`config.mk`:
```
export PLATFORM = sky130hd
export DESIGN_NAME = sprite_blit
export DESIGN_NICKNAME = d
export VERILOG_FILES = /design/src/rtl/sprite_blit.sv
export SDC_FILE = /design/constraint.sdc
export NUM_CORES = 1
export LEC_CHECK = 0
export ABC_AREA = 1
export BUFFER_PORTS_ARGS = -buffer_cell sky130_fd_sc_hd__clkbuf_2
export CORE_ASPECT_RATIO = 0.8
export CORE_MARGIN = 2
export CORE_UTILIZATION = 53
export CTS_BUF_LIST = sky130_fd_sc_hd__clkbuf_8
export CTS_CLUSTER_SIZE = 8
export DETAILED_ROUTE_END_ITERATION = 8
export PLACE_DENSITY_LB_ADDON = 0.08
export SLEW_MARGIN = 40
export SYNTH_ARGS = -nofsm -noshare
export SYNTH_HDL_FRONTEND = slang
export SYNTH_SLANG_ARGS = --single-unit
```
`constraint.sdc`:
```
create_clock -name clk -period 2.2 [get_ports clk]
set_input_delay 0.11 -clock clk [delete_from_list [all_inputs] [get_ports clk]]
set_output_delay 0.11 -clock clk [all_outputs]
set_load 0.005 [all_outputs]
```
`src/rtl/sprite_blit.sv`:
```
// CHIP-8/SCHIP sprite engine: XOR-draws 8- or 16-pixel-wide sprites from main memory
// into a 1-bit VRAM shared with the display scanner, and clears the screen on request.
module sprite_blit #(
    parameter int XW     = 6,
    parameter int YW     = 5,
    parameter int MEM_AW = 12
) (
    input  logic              clk,
    input  logic              rst_n,
    input  logic              start,
    input  logic              cls,
    input  logic              wide,
    input  logic              wrap,
    input  logic [MEM_AW-1:0] I,
    input  logic [XW-1:0]     x,
    input  logic [YW-1:0]     y,
    input  logic [3:0]        n,
    output logic              busy,
    output logic              done,
    output logic              col,
    output logic [MEM_AW-1:0] mem_raddr,
    input  logic [7:0]        mem_d,
    output logic              vram_req,
    input  logic              vram_gnt,
    output logic [XW+YW-1:0]  vram_addr,
    output logic              vram_we,
    output logic              vram_wd,
    input  logic              vram_rd,
    output logic [2:0]        dbg_state_o
);
    // VRAM handshake: an access happens only in a cycle where vram_req and vram_gnt are both 1.
    typedef enum logic [2:0] {
        S_IDLE, S_FETCH0, S_FETCH1, S_FETCH2, S_PIX_RD, S_PIX_WR, S_CLR, S_DONE
    } state_e;

    state_e            state_q, state_d;
    logic [MEM_AW-1:0] base_q, base_d;
    logic [XW-1:0]     x_q, x_d;
    logic [YW-1:0]     y_q, y_d;
    logic [4:0]        rows_q, rows_d, r_q, r_d;
    logic [3:0]        c_q, c_d;
    logic [15:0]       bits_q, bits_d;
    logic              wide_q, wide_d, wrap_q, wrap_d, col_q, col_d;
    logic [XW+YW-1:0]  clr_q, clr_d;

    logic              accept, clipped, last_pix, last_row;
    logic [4:0]        rows_in;
    logic [XW:0]       px_sum;
    logic [YW:0]       py_sum;
    logic [MEM_AW-1:0] row_base;
    logic [XW+YW-1:0]  pix_addr;

    assign accept   = (state_q == S_IDLE) && (start || cls);
    assign rows_in  = (wide && n == 4'd0) ? 5'd16 : {1'b0, n};
    // The extra top bit of each sum is the "ran off the edge" flag used for clipping.
    assign px_sum   = {1'b0, x_q} + (XW+1)'(c_q);
    assign py_sum   = {1'b0, y_q} + (YW+1)'(r_q);
    assign clipped  = !wrap_q && (px_sum[XW] || py_sum[YW]);
    assign pix_addr = {py_sum[YW-1:0], px_sum[XW-1:0]};
    assign last_pix = (c_q == (wide_q ? 4'd15 : 4'd7));
    assign last_row = ((r_q + 5'd1) == rows_q);
    assign row_base = base_q + (wide_q ? MEM_AW'({r_q, 1'b0}) : MEM_AW'(r_q));

    assign dbg_state_o = state_q;

    always_ff @(posedge clk or negedge rst_n) begin
        if (!rst_n) state_q <= S_IDLE;
        else        state_q <= state_d;
    end

    always_ff @(posedge clk or negedge rst_n) begin
        if (!rst_n) begin
            base_q <= '0; x_q <= '0; y_q <= '0; rows_q <= '0; r_q <= '0; c_q <= '0;
            bits_q <= '0; wide_q <= 1'b0; wrap_q <= 1'b0; col_q <= 1'b0; clr_q <= '0;
        end else begin
            base_q <= base_d; x_q <= x_d; y_q <= y_d; rows_q <= rows_d; r_q <= r_d; c_q <= c_d;
            bits_q <= bits_d; wide_q <= wide_d; wrap_q <= wrap_d; col_q <= col_d; clr_q <= clr_d;
        end
    end

    always_comb begin
        state_d = state_q;
        case (state_q)
            S_IDLE: begin
                if (cls)                         state_d = S_CLR;
                else if (start && rows_in == '0) state_d = S_DONE;
                else if (start)                  state_d = S_FETCH0;
            end
            S_FETCH0: state_d = S_FETCH1;
            S_FETCH1: state_d = wide_q ? S_FETCH2 : S_PIX_RD;
            S_FETCH2: state_d = S_PIX_RD;
            S_PIX_RD: if (vram_gnt) state_d = S_PIX_WR;
            S_PIX_WR: begin
                if (!vram_gnt || !last_pix) state_d = S_PIX_RD;
                else if (!last_row)         state_d = S_FETCH0;
                else                        state_d = S_DONE;
            end
            S_CLR:    if (vram_gnt && clr_q == '1) state_d = S_DONE;
            S_DONE:   state_d = S_IDLE;
            default:  state_d = S_IDLE;
        endcase
    end

    always_comb begin
        base_d = base_q; x_d = x_q; y_d = y_q; rows_d = rows_q; r_d = r_q; c_d = c_q;
        bits_d = bits_q; wide_d = wide_q; wrap_d = wrap_q; col_d = col_q; clr_d = clr_q;
        if (accept) begin
            base_d = I; x_d = x; y_d = y; rows_d = rows_in; wide_d = wide; wrap_d = wrap;
            r_d = '0; c_d = '0; col_d = 1'b0; clr_d = '0;
        end
        case (state_q)
            S_FETCH1: bits_d = {mem_d, 8'h00};
            S_FETCH2: bits_d = {bits_q[15:8], mem_d};
            S_PIX_WR: begin
                // Sprite bits shift out MSB-first, so bits_q[15] is always the current pixel.
                if (vram_gnt) begin
                    if (!clipped && bits_q[15] && vram_rd) col_d = 1'b1;
                    bits_d = {bits_q[14:0], 1'b0};
                    if (last_pix) begin
                        c_d = '0;
                        r_d = r_q + 5'd1;
                    end else begin
                        c_d = c_q + 4'd1;
                    end
                end
            end
            S_CLR:    if (vram_gnt) clr_d = clr_q + 1'b1;
            default:  ;
        endcase
    end

    always_comb begin
        busy      = (state_q != S_IDLE);
        done      = (state_q == S_DONE);
        col       = col_q;
        mem_raddr = '0;
        vram_req  = 1'b0;
        vram_addr = '0;
        vram_we   = 1'b0;
        vram_wd   = 1'b0;
        case (state_q)
            S_FETCH0: mem_raddr = row_base;
            S_FETCH1: mem_raddr = wide_q ? row_base + 1'b1 : row_base;
            S_FETCH2: mem_raddr = row_base + 1'b1;
            S_PIX_RD: begin
                vram_req  = 1'b1;
                vram_addr = pix_addr;
            end
            S_PIX_WR: begin
                vram_req  = 1'b1;
                vram_addr = pix_addr;
                vram_we   = vram_gnt && !clipped;
                vram_wd   = vram_rd ^ bits_q[15];
            end
            S_CLR: begin
                vram_req  = 1'b1;
                vram_addr = clr_q;
                vram_we   = vram_gnt;
            end
            default: ;
        endcase
    end
endmodule

```
# --- Word level (Yosys, flattened, before mapping) ---
# Cells that the tools add are included.
classes:
  n_addsub: 7
  eq_ne: 14
  mux: 35
  bitwise: 2
  reduce_logical: 26
op_table:
  columns: ["op", "count"]
  rows:
  - ["16-bit one-hot mux with 3 select lines", 1]
  - ["12-bit one-hot mux with 3 select lines", 1]
  - ["11-bit two-way mux", 3]
  - ["5-bit two-way mux", 5]
  - ["3-bit two-way mux", 8]
  - ["3-bit one-hot mux with 8 select lines", 1]
  - ["11-bit one-hot mux with 2 select lines", 1]
  - ["4-bit two-way mux", 5]
  - ["16-bit two-way mux", 1]
  - ["12-bit by 1-bit adder with 12-bit output (second input constant)", 1]
  - ["12-bit by 6-bit adder with 12-bit output", 1]
  - ["3-bit equality test (second input constant)", 4]
  - ["12-bit two-way mux", 1]
  - ["11-bit by 1-bit adder with 11-bit output (second input constant)", 1]
  - ["11-bit equality test (second input constant)", 1]
  - ["1-bit logical AND", 8]
  - ["6-bit by 4-bit adder with 7-bit output", 1]
  - ["5-bit by 5-bit adder with 6-bit output", 1]
  - ["3-bit by 2-bit equality test with 1-bit output (second input constant)", 2]
  - ["1-bit two-way mux", 6]
  - ["6-bit two-way mux", 1]
  - ["2-bit != test (second input constant)", 3]
  - ["3-bit AND reduction", 2]
  - ["3-bit nonzero test", 2]
  - ["18 further kinds", 23]
word_totals:
  ff_bits: 70
  inputBits: 43
  out_inout_bits: 32
  elab_cells: 97

# --- Depth between registers and ports, before layout ---
# Gate-level depths: netlist of run 1.
logic_depth:
  word_depth: 9
  ltp_mapped: 19
  depth_no_buf: 19

# --- Least setup slack after synthesis of run 1 ---
# OpenSTA, ideal clock, no wires.
synth_path:
  path_type: "register -> output"
  from: "register wide_q"
  to: "output mem_raddr[8]"
  arrival_time_ns: 2.224
  required_time_ns: 2.090
  path_slack_ns: -0.134
  path_stages_with_launch: 16
  cell_sequence: "dfrtp_1 > buf_2 > nor2_1 > ha_1 > inv_1 > fa_1 > inv_1 > ha_1 > inv_1 > nor2_1 > nand3_1 > nor2_1 > nand3_1 > nand2_1 > nand2_1 > a21oi_1"
synth_via:
  elab_chain_cells: 5
synth_rtl:
  columns: ["item", "line_no", "rtl"]
  rows:
  - ["start, declared", "43", "logic wide_q, wide_d, wrap_q, wrap_d, col_q, col_d;"]
  - ["start signal, assigned", "77", "bits_q <= bits_d; wide_q <= wide_d; wrap_q <= wrap_d; col_q <= col_d; clr_q <= clr_d;"]
  - ["6-bit two-way mux", "62", "assign row_base = base_q + (wide_q ? MEM_AW'({r_q, 1'b0}) : MEM_AW'(r_q));"]
  - ["12-bit by 6-bit adder with 12-bit output", "62", null]
  - ["12-bit by 1-bit adder with 12-bit output", "143, 144", null]
  - ["12-bit two-way mux", "143", "S_FETCH1: mem_raddr = wide_q ? row_base + 1'b1 : row_base;"]
  - ["12-bit one-hot mux with 3 select lines *", "141", "case (state_q)"]
  - ["end, declared", "21", "output logic [MEM_AW-1:0] mem_raddr,"]
# Mark *: on every way between the ends. The rest lies on a longest branch, timed or not.

# --- Worst setup path after layout of run 1 ---
layout_path:
  from: "register wide_q"
  to: "output mem_raddr[11]"
# Same word-level chain as after synthesis.

==> metrics.yaml, run 1 <==
r2r_cells: 10
synth_fa_ha_area_share_pct: 6.24
synth_top_family_by_area: "simple AND/OR/NAND/NOR gates"
syn2layout_area_growth_pct: 36.3
r2r-start: "r_q[0]$_DFF_PN0_"
synth-simple-area-share_pct: 30.3
min_path_cells: 3
vias: 5013
nets: 888
cp.arrival_ps: 2690
syn_area_um2: 4770
final_cells: 940
fillCellCount: 638
maxCapViolCount: 0
clock_latency_ps: 350
setup_ws_ps: -600
synth_area_per_cell_um2: 7.14
chipWidth_um: 110
drt_first_pass_iters: 5
p_leak_uw: 0.00330
hp-start: "mem_d[6]"
clock_path_buffers: 2
min_to: "bits_q[6]$_DFFE_PN0P_"
dp_hpwl_um: 9430
n_antenna_cell: 0
final.min_clock_period_ps: 2800
power_density_nw_per_um2: 1160
initial_core_util_pct: 55.5
drc: 0
grt_max_degree: 44
clk_pin_slew_worst_paths_ps: 80
place.port_buffers: 74
htree_levels: 3
cts_sinks: 70
grt_pass1_wl_um: 21500
ys_seq_area_share_pct: 36.7
rsz0062_at_grt: "true"
antenna_left: 0
core_um2: 8600
dp.cells: 884
totalPowerFinal_uw: 7570
synth_cell_types: 47
violations: "negative setup slack"
numCtsBuffers: 9
cts-root-buf: "clkbuf_8"
required_ps: 2090
cts_tree: "yes"
die_h_um: 88.9
drive_gt1_share_pct: 32.9
die-area_um2: 9780
route.final.wire_length_um: 13600
drv_slew: 0
fin_hold_ws_ps: 12.7
synthCells: 668
hold_viol_final: 0
outcome: "complete, but fails checks"
end_kind: "output pin"
crit_type: "reg2out"
cp-start-kind: "register"
post-route-period-util_pct: 127
worst_clock_skew_ps: 8.76
avgRoutedWirePerCell_um: 14.4
ys_ff_latch: 70
yosys_warnings: 0
r2r_end: "dbg_state_o[2]$_DFFE_PN0P_"
drt-vias-per-instance: 5.33
place_congestion: 0.884
dr.first_iter.drc_count: 315
synth-compound-area-share_pct: 13.6
syn-num-nets: 733
ir_drop_uv: 763
relSlewSlack_pct: 60.4
cp_max_fo: 6
fmax_mhz: 357
overflow: 0
io_pins: 75
synth_xor_area_share_pct: 2.39
grt_use_total_pct: 28.4
hp-class: "in2reg"
tightestPinTransition_ps: 594
std_cell_rows: 30
antenna_found_initial: 0
setup_viol: 12
grt_pass1_vias: 4741
r2r_slack_ps: 190
yosys-mux-area-fraction_pct: 0.236
[report_power, final]
part	internal, µW	total, µW	switching, µW
Clock	700	1200	504
Combinational	1710	4220	2510
Sequential	1760	2150	392
Total	4170	7570	3400
[worst max path at each step]
| stage | startpoint | endpoint | slack, ps | cells after the start |
|---|---|---|---|---|
| floorplan | wide_q$_DFFE_PN0P_ | mem_raddr[10] | -80 | 17 |
| global placement | wide_q$_DFFE_PN0P_ | mem_raddr[10] | -240 | 17 |
| detailed placement | wide_q$_DFFE_PN0P_ | mem_raddr[10] | -280 | 17 |
| CTS | wide_q$_DFFE_PN0P_ | mem_raddr[10] | -580 | 17 |
| global route | wide_q$_DFFE_PN0P_ | mem_raddr[11] | -760 | 18 |
| finish | wide_q$_DFFE_PN0P_ | mem_raddr[11] | -600 | 16 |
[synth_stat cells (all sizes together)]
library cell / number / share of area (%)
nand2: 202 / 17
buf: 10 / 1.3
nor4: 2 / 0.26
o22ai: 16 / 2.1
and2: 1 / 0.13
nor2: 55 / 6.0
a31oi: 5 / 0.66
mux2: 1 / 0.24
o211ai: 1 / 0.16
o31ai: 3 / 0.47
nor3: 8 / 0.94
o32ai: 2 / 0.37
clkinv: 2 / 0.29
or2: 2 / 0.26
xor2: 9 / 1.7
inv: 105 / 8.4
fa: 3 / 1.3
a22oi: 1 / 0.16
nand4: 6 / 0.92
a21oi: 19 / 2.0
xnor2: 4 / 0.73
a2111oi: 1 / 0.18
a21o: 1 / 0.16
nor3b: 2 / 0.31
nand3b: 1 / 0.16
clkbuf: 5 / 0.39
nand3: 43 / 4.8
o21ai: 68 / 7.2
dfrtp: 70 / 37
a32oi: 1 / 0.18
ha: 19 / 5.0
[critical path, cell delays in order (launching register included)]
cell and delay (ps):
dfrtp_2 460, buf_6 150, nand2_1 60, inv_1 40, ha_2 370, nand2_2 100
nor2_1 190, nand3_1 140, nand4_1 170, nand2_2 120, nor2_4 130, nand3_2 80
nand2_1 80, nand2_1 50, nand2_1 60, nand2_1 40, buf_2 120
[cells in the final DEF, fill, tap and decap left out, drive strengths merged, types with 5 or more instances in the layout]
cell type	count
dlygate4sd3	24
a31oi	5
o22ai	16
inv	105
nor2	55
clkbuf	77
nand4	6
nand2	202
nand3	43
ha	19
buf	69
nor3	8
xor2	9
o21ai	68
a21oi	19
dfrtp	70
[per-stage QoR]
| step | TNS, ps | util, % | setup slack [ps] | cell area [µm²] |
|---|---|---|---|---|
| after floorplan | -151 | - | -78.3 | 4800 |
| after global placement | -1120 | 64.7 | -235 | 5560 |
| after detailed placement | -1460 | 64.7 | -279 | 5560 |
| after CTS | -4880 | 72.5 | -580 | 6230 |
| after global routing | -6750 | 75.6 | -762 | 6500 |
| final | -5070 | 75.6 | -600 | 6500 |
[what timing repair did]
action,CTS,global route
hold buffers,24,0
endpoints found under the setup margin,17,20
pin swaps,23,32
endpoints found under the hold margin,46,0
buffers inserted,9,9
resized for setup,47,74
[cell type report]
class                           count  area [µm²]  area share [%]
Inverter                          107         418            6.43
Multi-Input combinational cell    476        2860            44.0
Sequential cell                    70        1750            27.0
Timing Repair Buffer              159        1090            16.8
Tap cell                          112         140            2.16
Clock buffer                       11         151            2.33
Clock inverter                      5        81.3            1.25
[kinds of logic (layout without fill, tap and decap cells)]
kind of cell / count (synthesis) / count (layout)
xor gates and xnor gates: 13 / 13
and+or+nand+nor: 322 / 322
buffers and inverters: 122 / 282
muxes: 1 / 1
DFF: 70 / 70
adders and majority gates: 22 / 22
AOI/OAI and AO/OA: 118 / 118
[state kept, by name, summed over array words and instances, names as in the netlist]
signal       cells
base_q          12
bits_q          16
c_q              4
clr_q           11
col              1
dbg_state_o      3
r_q              5
rows_q           5
wide_q           1
wrap_q           1
x_q              6
y_q              5
[metal layers]
layer  vias to the layer above  part of all wire, %  track usage, %
met5                         -                    0               0
met2                       160                   48            46.7
met3                        19                  5.2            5.23
li1                       2459                    -               -
met1                      2375                   46            38.4
met4                         0                  1.3            8.17
No activity file was read; power rests on OpenSTA's default activity.
==> inputs of run 2 (changes only) <==
--- a/config.mk
+++ b/config.mk
@@ -7,9 +7,11 @@
 export LEC_CHECK = 0
 export ABC_AREA = 1
 export BUFFER_PORTS_ARGS = -buffer_cell sky130_fd_sc_hd__clkbuf_2
+export CELL_PAD_IN_SITES_DETAIL_PLACEMENT = 1
+export CELL_PAD_IN_SITES_GLOBAL_PLACEMENT = 1
 export CORE_ASPECT_RATIO = 0.8
 export CORE_MARGIN = 2
-export CORE_UTILIZATION = 53
+export CORE_UTILIZATION = 38
 export CTS_BUF_LIST = sky130_fd_sc_hd__clkbuf_8
 export CTS_CLUSTER_SIZE = 8
 export DETAILED_ROUTE_END_ITERATION = 8
==> constraint.sdc (replaced) <==
create_clock -name clk -period 2.34 [get_ports clk]
set_input_delay 0.117 -clock clk [delete_from_list [all_inputs] [get_ports clk]]
set_output_delay 0.117 -clock clk [all_outputs]
set_load 0.005 [all_outputs]
==> run 2 against run 1 <==
The run still ends with negative setup slack left. Final area increased by 4.5%. Sequential cell count unchanged. Non-clock buffer count is 14 higher. Clock skew grew 3.4 ps. Largest cell class unchanged. Highest routed layer unchanged.
==> metrics.yaml, run 2 (synthesis results as in run 1) <==
dp_hpwl_um: 11500  # was 9430 µm
combPwrFrac_pct: 58.3  # was 55.7%
worst_clock_skew_ps: 12.2  # was 8.76 ps
clock_latency_ps: 360  # was 350 ps
fin_util_pct: 55.6  # was 75.6%
drv_slew: 0  # unchanged
cp_max_fo: 2  # was 6
top_register: "bits_q"  # unchanged
final_cells: 1013  # was 940
outcome: "complete, but fails checks"  # unchanged
crit_type: "reg2out"  # unchanged
std_cell_rows: 36  # was 30
required_ps: 2220  # was 2090 ps
drt-vias-per-instance: 5.03  # was 5.33
die-area_um2: 13500  # was 9780 µm²
chipWidth_um: 129  # was 110 µm
cp-start-kind: "register"  # unchanged
largest_register_ffs: 16  # unchanged
cp.arrival_ps: 2810  # was 2690 ps
final_common_cell: "nand2_1"  # unchanged
initial_core_util_pct: 39.1  # was 55.5%
ir_drop_uv: 494  # was 763 µV
core_um2: 12200  # was 8600 µm²
drt_first_pass_iters: 5  # unchanged
violations: "negative setup slack"  # unchanged
drive_gt1_share_pct: 35.3  # was 32.9%
clock_path_buffers: 2  # unchanged
place_congestion: 0.827  # was 0.884
dp.cells: 942  # was 884
end_kind: "output pin"  # unchanged
grt_use_total_pct: 24.2  # was 28.4%
htree_levels: 3  # unchanged
rsz0062_at_grt: "true"  # unchanged
power_density_nw_per_um2: 1090  # was 1160 nW/µm²
p_sw_share_pct: 47.3  # was 44.9%
p_int_uw: 3900  # was 4170 µW
multi_input_area_um2: 2960  # was 2860 µm²
seqPwrFrac_pct: 27.4  # was 28.4%
reg_top3: "bits_q x16, base_q x12, clr_q x11"  # unchanged
fillCellCount: 1527  # was 638
nets: 902  # was 888
maxCapViolCount: 0  # unchanged
grt_pass1_wl_um: 26000  # was 21500 µm
layout_common_cells: "162 x nand2_1, 85 x inv_1, 69 x dfrtp_1, 65 x clkbuf_2, 61 x buf_4"  # was 169 x nand2_1, 84 x inv_1, 68 x dfrtp_1, 66 x clkbuf_2, 54 x buf_4
cts_tree: "yes"  # unchanged
grt_pass1_vias: 5280  # was 4741
cts_sinks: 70  # unchanged
overflow: 0  # unchanged
setup_ws_ps: -589  # was -600 ps
numCtsBuffers: 9  # unchanged
cts-root-buf: "clkbuf_8"  # unchanged
place.port_buffers: 74  # unchanged
clock_power_share_pct: 14.2  # was 15.9%
relSlewSlack_pct: 53.6  # was 60.4%
syn2layout_area_growth_pct: 42.4  # was 36.3%
p_leak_uw: 0.00339  # was 0.00330 µW
avgRoutedWirePerCell_um: 16.5  # was 14.4 µm
final.min_clock_period_ps: 2930
hold_viol_final: 0  # unchanged
dr.first_iter.drc_count: 195  # was 315
tightestPinTransition_ps: 696  # was 594 ps
die_h_um: 104  # was 88.9 µm
clk_pin_slew_worst_paths_ps: 90  # was 80 ps
regArea_um2: 1750  # about the same
setup_viol: 12  # unchanged
fin_hold_ws_ps: 18.6  # was 12.7 ps
n_antenna_cell: 0  # unchanged
p_switching_uw: 3500  # was 3400 µW
vias: 5091  # was 5013
hp-class: "in2reg"  # unchanged
route.final.wire_length_um: 16800  # was 13600 µm
grt_max_degree: 45  # was 44
drc: 0  # unchanged
io_pins: 75  # unchanged
antenna_left: 0  # unchanged
antenna_found_initial: 0  # unchanged
post-route-period-util_pct: 125
fmax_mhz: 341
[run 2: cell count changes in the layout (fill, tap and decap cells not counted), sizes merged]
cell	change
bufinv	-1
buf	+15
clkinvlp	+1
inv	+2
clkbuf	-3
[run 2: through the flow]
stage	setup WS (ps)	cell area (µm²)	setup TNS, ps	total power (µW)
floorplan	5.18	4770	0	4120
global placement	-157	5620	-659	5310
detailed placement	-294	5620	-1240	5440
CTS	-573	6430	-4710	6940
global route	-723	6790	-6930	8000
finish	-589	6790	-5070	7410
[run 2: final timing paths]
| path | startpoint | cells past startpoint | slack, ps | to |
|---|---|---|---|---|
| setup reg to reg | dbg_state_o[1]$_DFFE_PN0P_ | 9 | 250 | clr_q[9]$_DFF_PN0_ |
| max in group asynchronous | rst_n | 3 | 1300 | dbg_state_o[2]$_DFFE_PN0P_ |
| min in group asynchronous | rst_n | 2 | 350 | clr_q[8]$_DFF_PN0_ |
| hold / removal | mem_d[4] | 3 | 20 | bits_q[4]$_DFFE_PN0P_ |
| setup / recovery | r_q[0]$_DFF_PN0_ | 16 | -590 | mem_raddr[4] |
| hold reg to reg | bits_q[1]$_DFFE_PN0P_ | 2 | 500 | bits_q[1]$_DFFE_PN0P_ |
[run 2: power by group through the flow]
stage / registers [µW] / logic (µW) / clock network [µW]
after floorplan: 1890 / 2230 / 0
after global placement: 2000 / 3310 / 0
after detailed placement: 2010 / 3430 / 0
after CTS: 2010 / 3860 / 1070
after global routing: 2090 / 4790 / 1130
final: 2030 / 4320 / 1050
[run 2: area by class of cell]
type / count / area share [%]
sequential: 70 / 25.8
multi-input combinational: 476 / 43.6
clock inverter: 7 / 1.22
timing repair buffer: 173 / 18.2
inverter: 107 / 6.19
clock buffer: 9 / 1.82
tap: 171 / 3.15
[run 2: critical path: stages, from the launching register on]
cell and delay [ps]:
dfrtp_1 410, inv_2 80, nor2_2 40, ha_2 180, inv_2 60, fa_2 440
inv_2 100, ha_4 130, inv_2 40, nor2_4 140, nand2_2 100, buf_4 140
buf_4 120, buf_4 120, buf_4 120, a21oi_2 110, buf_2 120
[run 2: repair_timing]
item,CTS,global route
resized for setup,87,71
setup endpoints to repair,15,19
pin swaps,45,35
endpoints found under the hold margin,49,0
hold buffers,24,0
buffers inserted,14,19
[run 2: metal layers]
metal / track usage (%) / part of all wire (%) / vias up
met5: 0 / 0 / -
met4: 5.51 / 1.4 / 0
met3: 3.76 / 3.9 / 19
met2: 40.0 / 50 / 93
met1: 33.3 / 45 / 2486
li1: - / - / 2493
==> inputs of run 3 (changes only) <==
--- a/config.mk
+++ b/config.mk
@@ -15,8 +15,9 @@
 export CTS_BUF_LIST = sky130_fd_sc_hd__clkbuf_8
 export CTS_CLUSTER_SIZE = 8
 export DETAILED_ROUTE_END_ITERATION = 8
-export PLACE_DENSITY_LB_ADDON = 0.08
+export PLACE_DENSITY = 0.77
 export SLEW_MARGIN = 40
 export SYNTH_ARGS = -nofsm -noshare
 export SYNTH_HDL_FRONTEND = slang
 export SYNTH_SLANG_ARGS = --single-unit
+export TNS_END_PERCENT = 10
==> run 3 against run 2 <==
The run still ends with negative setup slack left. Worst hold slack got worse by 1.2 ps. Utilization fell by 2.6 points. Sequential share of layout area is 1.3 points higher. Cell count decreased by 1.1%. Clock power down 17%. Sequential power hardly changed. Clock skew decreased by 3.9 ps.
==> metrics.yaml, run 3 (synthesis results as in run 1) <==
violations: "negative setup slack"  # unchanged
drc: 0  # unchanged
hold_viol_final: 0  # unchanged
critPathSlowestCell: "dfrtp_2"  # was fa_2
fillCellCount: 1573  # was 1527
fmax_mhz: 334  # was 341 MHz
clk_pin_slew_worst_paths_ps: 80  # was 90 ps
antenna_found_initial: 0  # unchanged
cp-start-kind: "register"  # unchanged
required_ps: 2220  # about the same
die-area_um2: 13500  # unchanged
grt_use_total_pct: 24.0  # was 24.2%
nets: 891  # was 902
final_cells: 1002  # was 1013
path_cells: "nor2_2 -> ha_2 -> inv_2 -> fa_2 -> inv_2 -> ha_4 -> inv_2 -> nor2_4 -> nand2_2 -> nor2_2 -> nand2_2 -> nor2_4 -> nand2_2 -> nand2_1 -> nand3_1 -> o21ai_1 -> buf_2"  # was inv_2 -> nor2_2 -> ha_2 -> inv_2 -> fa_2 -> inv_2 -> ha_4 -> inv_2 -> nor2_4 -> nand2_2 -> buf_4 -> buf_4 -> buf_4 -> buf_4 -> a21oi_2 -> buf_2
dp_hpwl_um: 11700  # was 11500 µm
top_register: "bits_q"  # unchanged
layout_common_cells: "167 x nand2_1, 90 x inv_1, 67 x dfrtp_1, 67 x clkbuf_2, 57 x buf_4"  # was 162 x nand2_1, 85 x inv_1, 69 x dfrtp_1, 65 x clkbuf_2, 61 x buf_4
initial_core_util_pct: 39.1  # unchanged
numCtsBuffers: 9  # unchanged
multi_input_area_um2: 2800  # was 2960 µm²
post-route-period-util_pct: 128  # was 125%
ir_drop_uv: 398  # was 494 µV
clock_latency_ps: 360  # about the same
startpoint: "wide_q$_DFFE_PN0P_"  # was r_q[0]$_DFF_PN0_
overflow: 0  # unchanged
std_cell_rows: 36  # unchanged
core_um2: 12200  # unchanged
reg_top3: "bits_q x16, base_q x12, clr_q x11"  # unchanged
crit_path_max_incr_delay_ps: 450  # was 440 ps
dr.first_iter.drc_count: 207  # was 195
antenna_left: 0  # unchanged
place_congestion: 0.849  # was 0.827
n_antenna_cell: 0  # unchanged
grt_max_degree: 38  # was 45
route.final.wire_length_um: 17200  # was 16800 µm
cp_max_fo: 5  # was 2
syn2layout_area_growth_pct: 35.7  # was 42.4%
avgRoutedWirePerCell_um: 17.1  # was 16.5 µm
cts_tree: "yes"  # unchanged
place.port_buffers: 74  # unchanged
final_common_cell: "nand2_1"  # unchanged
drive_gt1_share_pct: 31.5  # was 35.3%
power_density_nw_per_um2: 1100  # was 1090 nW/µm²
cts-root-buf: "clkbuf_8"  # unchanged
relSlewSlack_pct: 58.9  # was 53.6%
largest_register_ffs: 16  # unchanged
drt-vias-per-instance: 5.12  # was 5.03
io_pins: 75  # unchanged
hp-class: "in2reg"  # unchanged
totalPowerFinal_uw: 7110  # was 7410 µW
htree_levels: 3  # unchanged
outcome: "complete, but fails checks"  # unchanged
chipWidth_um: 129  # unchanged
rsz0062_at_grt: "true"  # unchanged
p_leak_uw: 0.00330  # was 0.00339 µW
hp-start: "mem_d[6]"  # was mem_d[4]
cts_sinks: 70  # unchanged
grt_pass1_vias: 5260  # was 5280
cp.arrival_ps: 2870  # was 2810 ps
setup_viol: 12  # unchanged
grt_pass1_wl_um: 25800  # was 26000 µm
drv_slew: 0  # unchanged
end_kind: "output pin"  # unchanged
r2r-start: "r_q[0]$_DFF_PN0_"  # was dbg_state_o[1]$_DFFE_PN0P_
maxCapViolCount: 0  # unchanged
regArea_um2: 1760  # was 1750 µm²
crit_type: "reg2out"  # unchanged
setup_ws_ps: -650  # was -589 ps
tightestPinTransition_ps: 617  # was 696 ps
clock_path_buffers: 2  # unchanged
drt_first_pass_iters: 4  # was 5
final.min_clock_period_ps: 2990  # was 2930 ps
die_h_um: 104  # unchanged
worst_clock_skew_ps: 8.24  # was 12.2 ps
vias: 5131  # was 5091
dp.cells: 945  # was 942
run 3: path summary, 6_finish.rpt:
kind	to	cells past startpoint	slack, ps
worst max-delay path	mem_raddr[10]	17	-650
worst min-delay path	bits_q[6]$_DFFE_PN0P_	3	20
worst max register to register	dbg_state_o[2]$_DFFE_PN0P_	9	280
worst min register to register	bits_q[1]$_DFFE_PN0P_	2	500
max in group asynchronous	rows_q[0]$_DFFE_PN0P_	4	1180
min in group asynchronous	bits_q[11]$_DFFE_PN0P_	2	310
run 3: stage by stage:
stage / cell area [µm²] / setup TNS, ps / utilization, % / hold WS (ps) / setup WS, ps
floorplan: 4770 / 0 / - / -179 / 5.18
global placement: 5640 / -401 / 46.2 / 162 / -130
detailed placement: 5640 / -1140 / 46.2 / 163 / -285
CTS: 6190 / -4970 / 50.7 / 7.73 / -553
global route: 6470 / -7180 / 53.0 / 34.5 / -768
finish: 6470 / -5580 / 53.0 / 17.3 / -650
run 3: what timing repair did:
item / CTS / global route
endpoints found under the setup margin: 16 / 17
cloned: 0 / 0
buffers inserted: 8 / 8
pin swaps: 21 / 34
gates resized for setup: 29 / 78
hold buffers: 25 / 0
hold endpoints to repair: 49 / 0
run 3: routing by layer:
layer  wire length, µm  GRT usage, %  up-vias  part of all wire [%]
met2              8700          41.3       99                    51
met3               579          4.68       31                   3.4
met4               280          5.36        0                   1.6
li1                  -             -     2462                     -
met1              7610          31.1     2539                    44
met5                 0             0        -                     0
run 3: cell type report:
type	count	area share, %
Sequential cell	70	27.1
Tap cell	171	3.31
Clock buffer	9	1.91
Timing Repair Buffer	162	17.4
Inverter	107	6.42
Clock inverter	7	0.677
Multi-Input combinational cell	476	43.2
run 3: report_power, final:
part / total [µW] / internal, µW / switching (µW)
registers: 2040 / 1660 / 381
clock network: 867 / 376 / 491
logic: 4200 / 1650 / 2550
run 3: worst max-delay path: cells and delay by family, from the launching register on:
kind / cells / cell delay [ps]
AND/OR/NAND/NOR: 9 / 870
adder cells (fa/ha/maj): 3 / 760
flip-flops: 1 / 450
buffers and inverters: 4 / 320
AO/OA/AOI/OAI: 1 / 80
